File: src/rtl/secventiator_program_n.sv
// Multi-channel program controller for BCD counter automata.
// Fetches {opc, ch, target} instruction words from program ROM (odd addresses),
// strobes the selected channel, and on pause/stop stores that channel's result
// to data RAM (even addresses). All bus transfers wait for a single-cycle ack.
// Optional build macro SECV_ACK_TIMEOUT_EN: abort a transfer that sees no ack
// for 255 cycles, raising err and halting.
module secventiator_program_n #(
    parameter int AW    = 22,
    parameter int OPC_W = 2,
    parameter int NCH   = 4,
    parameter int CH_W  = 2,
    parameter int RES_W = 16,
    parameter int DW    = OPC_W + CH_W + AW
) (
    input  logic                   clk,
    input  logic                   rst,
    input  logic                   go,
    output logic [AW-1:0]          mem_addr,
    output logic                   mem_rd,
    output logic                   mem_wr,
    input  logic [DW-1:0]          mem_rdata,
    output logic [RES_W-1:0]       mem_wdata,
    input  logic                   mem_ack,
    output logic [OPC_W-1:0]       auto_in,
    output logic [NCH-1:0]         auto_clk,
    input  logic [NCH*RES_W-1:0]   auto_out,
    output logic [AW-2:0]          pc,
    output logic                   halted,
    output logic                   err
);

    typedef enum logic [2:0] {
        S_IDLE,
        S_FETCH,
        S_DECODE,
        S_EXEC,
        S_CAPT,
        S_WRITE,
        S_HALT
    } state_t;

    localparam logic [OPC_W-1:0] OPC_START = OPC_W'(1);
    localparam logic [OPC_W-1:0] OPC_PAUSE = OPC_W'(2);
    localparam logic [OPC_W-1:0] OPC_STOP  = OPC_W'(3);
    localparam logic [AW-2:0]    PC_ONE    = 1;

    state_t              state_q;
    state_t              state_d;
    logic [AW-2:0]       pc_q;
    logic [DW-1:0]       ir_q;
    logic [RES_W-1:0]    res_q;
    logic [OPC_W-1:0]    auto_in_q;
    logic                err_q;

    logic [OPC_W-1:0]    ir_opc;
    logic [CH_W-1:0]     ir_ch;
    logic [AW-1:0]       ir_tgt;
    logic                opc_exec;
    logic                ch_bad;
    logic [RES_W-1:0]    ch_result;
    logic                timeout;

    assign ir_opc   = ir_q[DW-1 -: OPC_W];
    assign ir_ch    = ir_q[AW +: CH_W];
    assign ir_tgt   = ir_q[AW-1:0];
    assign opc_exec = (ir_opc == OPC_START) || (ir_opc == OPC_PAUSE) || (ir_opc == OPC_STOP);
    assign ch_bad   = int'(ir_ch) >= NCH;

    assign pc        = pc_q;
    assign err       = err_q;
    assign mem_wdata = res_q;

`ifdef SECV_ACK_TIMEOUT_EN
    logic [7:0] wait_q;

    // The 255th consecutive unacknowledged bus cycle aborts the transfer.
    assign timeout = ((state_q == S_FETCH) || (state_q == S_WRITE)) && !mem_ack && (wait_q == 8'd254);

    // Wait counter: counts bus cycles without ack, restarts on every state entry.
    always_ff @(posedge clk or posedge rst) begin
        if (rst) begin
            wait_q <= 8'd0;
        end else if (state_d != state_q) begin
            wait_q <= 8'd0;
        end else if ((state_q == S_FETCH) || (state_q == S_WRITE)) begin
            wait_q <= wait_q + 8'd1;
        end else begin
            wait_q <= 8'd0;
        end
    end
`else
    assign timeout = 1'b0;
`endif

    // Select the result slice of the channel named in the current instruction.
    always_comb begin
        ch_result = '0;
        for (int k = 0; k < NCH; k++) begin
            if (int'(ir_ch) == k) begin
                ch_result = auto_out[k*RES_W +: RES_W];
            end
        end
    end

    // State register.
    always_ff @(posedge clk or posedge rst) begin
        if (rst) begin
            state_q <= S_IDLE;
        end else begin
            state_q <= state_d;
        end
    end

    // Next-state logic and state-decoded bus/automaton outputs.
    always_comb begin
        state_d  = state_q;
        mem_rd   = 1'b0;
        mem_wr   = 1'b0;
        mem_addr = {pc_q, 1'b1};
        halted   = 1'b0;
        auto_in  = auto_in_q;
        auto_clk = '0;
        case (state_q)
            S_IDLE: begin
                if (go) begin
                    state_d = S_FETCH;
                end
            end
            S_FETCH: begin
                mem_rd = 1'b1;
                if (mem_ack) begin
                    state_d = S_DECODE;
                end else if (timeout) begin
                    state_d = S_HALT;
                end
            end
            S_DECODE: begin
                if (!opc_exec || ch_bad) begin
                    state_d = S_FETCH;
                end else begin
                    state_d = S_EXEC;
                end
            end
            S_EXEC: begin
                auto_in = ir_opc;
                for (int k = 0; k < NCH; k++) begin
                    auto_clk[k] = (int'(ir_ch) == k);
                end
                state_d = (ir_opc == OPC_START) ? S_FETCH : S_CAPT;
            end
            S_CAPT: begin
                state_d = S_WRITE;
            end
            S_WRITE: begin
                mem_wr   = 1'b1;
                mem_addr = ir_tgt;
                if (mem_ack) begin
                    state_d = (ir_opc == OPC_STOP) ? S_HALT : S_FETCH;
                end else if (timeout) begin
                    state_d = S_HALT;
                end
            end
            S_HALT: begin
                halted = 1'b1;
                if (go) begin
                    state_d = S_FETCH;
                end
            end
            default: begin
                state_d = S_IDLE;
            end
        endcase
    end

    // Program counter and instruction register load on a completed fetch.
    always_ff @(posedge clk or posedge rst) begin
        if (rst) begin
            pc_q <= '0;
            ir_q <= '0;
        end else if ((state_q == S_FETCH) && mem_ack) begin
            pc_q <= pc_q + PC_ONE;
            ir_q <= mem_rdata;
        end
    end

    // Result register captures the selected channel when leaving CAPT.
    always_ff @(posedge clk or posedge rst) begin
        if (rst) begin
            res_q <= '0;
        end else if (state_q == S_CAPT) begin
            res_q <= ch_result;
        end
    end

    // Remember the last executed opcode so auto_in holds it between strobes.
    always_ff @(posedge clk or posedge rst) begin
        if (rst) begin
            auto_in_q <= '0;
        end else if (state_q == S_EXEC) begin
            auto_in_q <= ir_opc;
        end
    end

    // Sticky error: bad channel number or an aborted bus transfer.
    always_ff @(posedge clk or posedge rst) begin
        if (rst) begin
            err_q <= 1'b0;
        end else if (((state_q == S_DECODE) && ch_bad) || timeout) begin
            err_q <= 1'b1;
        end
    end

endmodule

File: config.mk
export PLATFORM = sky130hd
export DESIGN_NAME = secventiator_program_n
export DESIGN_NICKNAME = d
export VERILOG_FILES = /design/src/rtl/secventiator_program_n.sv
export SDC_FILE = /design/constraint.sdc
export NUM_CORES = 1
export LEC_CHECK = 0
export CAP_MARGIN = 10
export CORE_AREA = 2 2 100 102
export DETAILED_ROUTE_END_ITERATION = 6
export DIE_AREA = 0 0 102 104
export PLACE_DENSITY = 0.86
export SYNTH_ARGS = -nofsm -noshare
export SYNTH_HDL_FRONTEND = slang
export SYNTH_SLANG_ARGS = --single-unit
File: constraint.sdc
create_clock -name clk -period 1.99 [get_ports clk]
set_input_delay 0.2985 -clock clk [delete_from_list [all_inputs] [get_ports clk]]
set_output_delay 0.2985 -clock clk [all_outputs]
set_load 0.005 [all_outputs]
==> results.py <==
metrics = {
    "status": {
        "status": "finished, violations left",
        "violations": "setup timing",
    },
    "synthesis": {
        "synthDistinctLibCells": 36,
        "postSynthAreaPerCell_um2": 11.2,
        "yosys.area.top_type": "dfrtp_1",
        "synth_top_area_share_pct": 48.1,
        "yosysWarnings": 0,
        "synth_seq_cells": 68,
        "synth.area.top_cells": "dfrtp_1, mux2_2, mux4_2",
        "synth_edf_count": 0,
        "netlist_instances": 315,
        "syn-cell-area_um2": 3530,
        "synth_fp_nets": 410,
        "ys_seq_area_share_pct": 48.1,
        "synth_top_flop_cell": "dfrtp_1",
        "async_flop_share_pct": 100,
    },
    "global_route": {
        "gr-usage-met3_pct": 5.85,
        "grt_pass1_vias": 3370,
        "overflow": 0,
        "met2_usage_pct": 35.5,
        "grt_start_max_net_pins": 69,
        "grt_use_met1_pct": 23.1,
        "grt_util_all_layers_pct": 20.4,
        "grt_pass1_wl_um": 16800,
        "antenna_found_initial": 0,
        "busiest_layer": "met2",
    },
    "placed_design": {
        "place_inst": 613,
        "place_area_um2": 5430,
        "gp_congestion": 0.757,
        "dp_hpwl_um": 7820,
        "placement.io_buffers": 161,
    },
    "pwr": {
        "finalPower_mw": 7.03,
        "powerDensity_nw_per_um2": 1190,
        "power_leakage_nw": 2.70,
        "peakVddDrop_uv": 474,
    },
    "clock_tree": {
        "cts.clk_slew.worst_paths_ps": 80,
        "cts.sinks": 68,
        "htreeDepth": 3,
        "numCtsBuffers": 9,
        "clk_latency_ps": 340,
        "root_buffer": "clkbuf_8",
        "clock_path_buffers": 2,
        "cts_tree": "done",
    },
    "route": {
        "drt_iter0_drc": 102,
        "dr.pass1.iters": 4,
        "ant_nets": 0,
        "drc_errors": 0,
        "route.final.wire_length_um": 10800,
        "wire_per_inst_um": 16.6,
        "vias": 3175,
        "viasPerCell": 4.87,
    },
    "final_layout": {
        "diodes": 0,
        "area_delta_synth_final_pct": 67.1,
        "utilization_pct": 61.9,
        "fin_nets": 609,
        "fin_cells": 652,
        "drive_gt1_share_pct": 29.7,
        "final_cell_area_um2": 5910,
    },
    "min_path": {
        "hp-class": "primary input to async pin",
    },
    "timing": {
        "finalSetupViolations": 7,
        "layout_min_cycle_time_ps": 2080,
        "fmax_mhz": 481,
        "rsz0062_at_grt": "yes",
        "setup_slack_ps": -89.6,
        "final_hold_viol_count": 0,
        "finClkSkew_ps": 10.2,
        "final_max_slew_viol_count": 0,
        "finalCritPeriodShare_pct": 105,
    },
    "floorplan": {
        "num_rows": 36,
        "fp.dieArea_um2": 10600,
        "die_w_um": 102,
        "pin_count": 163,
        "die_h_um": 104,
        "core_um2": 9550,
        "start_util_pct": 37.0,
    },
    "worst_setup_path": {
        "cp-end-kind": "output port",
        "rr_worst_depth": 8,
        "cp.required_ps": 1690,
        "slowest_stage": "dfrtp_1",
        "crit_type": "flip-flop to output port",
        "crit_top_cell": "buf_6",
        "cp_max_fo": 4,
        "cpPeakStageDelay_ps": 420,
        "critPathArrivalTime_ps": 1780,
        "cp-start-kind": "flip-flop",
        "path_cells": "nor2b_4 > nand2_4 > buf_6 > buf_6 > buf_6 > mux2_4 > buf_6",
    },
    "run": {
        "drv_cap": 0,
    },
}
## final cells by class
| type | count | area [um^2] |
|---|---|---|
| multi-input combinational | 225 | 1810 |
| sequential | 68 | 1700 |
| tap | 133 | 166 |
| inverter | 5 | 22.5 |
| clock buffer | 10 | 138 |
| fill | 780 | 3640 |
| clock inverter | 6 | 87.6 |
| timing repair buffer | 205 | 1980 |
## flip-flops by register name, summed over array words and instances (netlist names)
signal     flops
pc            21
auto_in_q      2
state_q        3
ir_q          26
mem_wdata     16
## worst max-delay path, delay by kind of cell, from the launching register on
family,cells,cell delay [ps]
buf+inv,4,490
flops,1,420
mux,1,300
simple gates,2,250
## repair_timing
item	in CTS	in global routing
buffers inserted	16	7
pin swaps	2	3
gates cloned	1	0
hold buffers	0	0
setup endpoints to repair	31	39
gates resized for setup	114	36
## layer usage
layer,share of wire [%],vias to the layer above
met3,9.3,21
met2,50,128
met4,2.7,0
met1,38,1549
met5,0,-
li1,-,1477
## logic make-up (layout without fill, tap and decap cells)
logic type               Yosys count  in the layout  synth area share [%]
AND/OR/NAND/NOR                  137            137                  19.2
multiplexers                      54             54                  22.3
adder cells (fa/ha/maj)            1              1                 0.354
XOR/XNOR                          20             20                  4.96
buffers and inverters             22            226                  2.87
AO/OA/AOI/OAI                     12             12                  2.05
other                              1              1                 0.106
flip-flops                        68             68                  48.1
## path summary, 6_finish.rpt
check	startpoint	endpoint	slack [ps]
setup / recovery	state_q[1]$_DFFE_PP0P_	mem_addr[5]	-90
hold / removal	rst	mem_wdata[11]$_DFFE_PP0P_	420
setup reg to reg	state_q[1]$_DFFE_PP0P_	pc[16]$_DFFE_PP0P_	60
hold reg to reg	ir_q[6]$_DFFE_PP0P_	ir_q[6]$_DFFE_PP0P_	470
max in group asynchronous	rst	pc[7]$_DFFE_PP0P_	1280
min in group clk	ir_q[6]$_DFFE_PP0P_	ir_q[6]$_DFFE_PP0P_	470
## cell usage after synthesis (2+ instances only)
library cell	number
dfrtp_1	68
buf_2	9
mux2_1	6
xnor2_1	14
buf_4	2
nand2b_1	3
xor2_1	6
mux2_2	32
mux4_2	16
nor3_1	4
a21oi_1	3
nor2b_1	6
clkbuf_1	6
nor2_1	3
nand2_1	93
nor3b_1	2
o21ai_0	5
nand3_1	8
nand4_1	7
nor4_4	2
inv_1	5
## layout by cell type (no fill, tap or decap), drive strengths merged, types with 2 or more instances in the layout
cell and n:
clkinvlp 4, nor2 4, xor2 6, xnor2 14, bufinv 2, nor4 3, clkbuf 21, nor3b 2
nand2b 3, dfrtp 68, a21oi 3, mux4 16, buf 60, nor2b 6, nor3 4, clkdlybuf4s15 2
clkdlybuf4s50 130, mux2 38, inv 4, nand4 8, o21ai 6, nand3 8, dlygate4sd2 2, nand2 93
## power breakdown
group | internal, mW | switching, mW
registers | 1.89 | 0.423
logic | 2.11 | 1.33
clock network | 0.737 | 0.535
total | 4.74 | 2.29
## metrics by stage
step | setup TNS [ps] | setup slack [ps] | hold WS [ps]
2_1_floorplan | 0 | 302 | 404
3_3_place_gp | 0 | 51.0 | 453
3_5_place_dp | 0 | 16.4 | 459
4_1_cts | -1240 | -134 | 427
5_1_grt | -1950 | -178 | 449
6_report | -574 | -89.6 | 424
(Power assumes the default switching activity.)
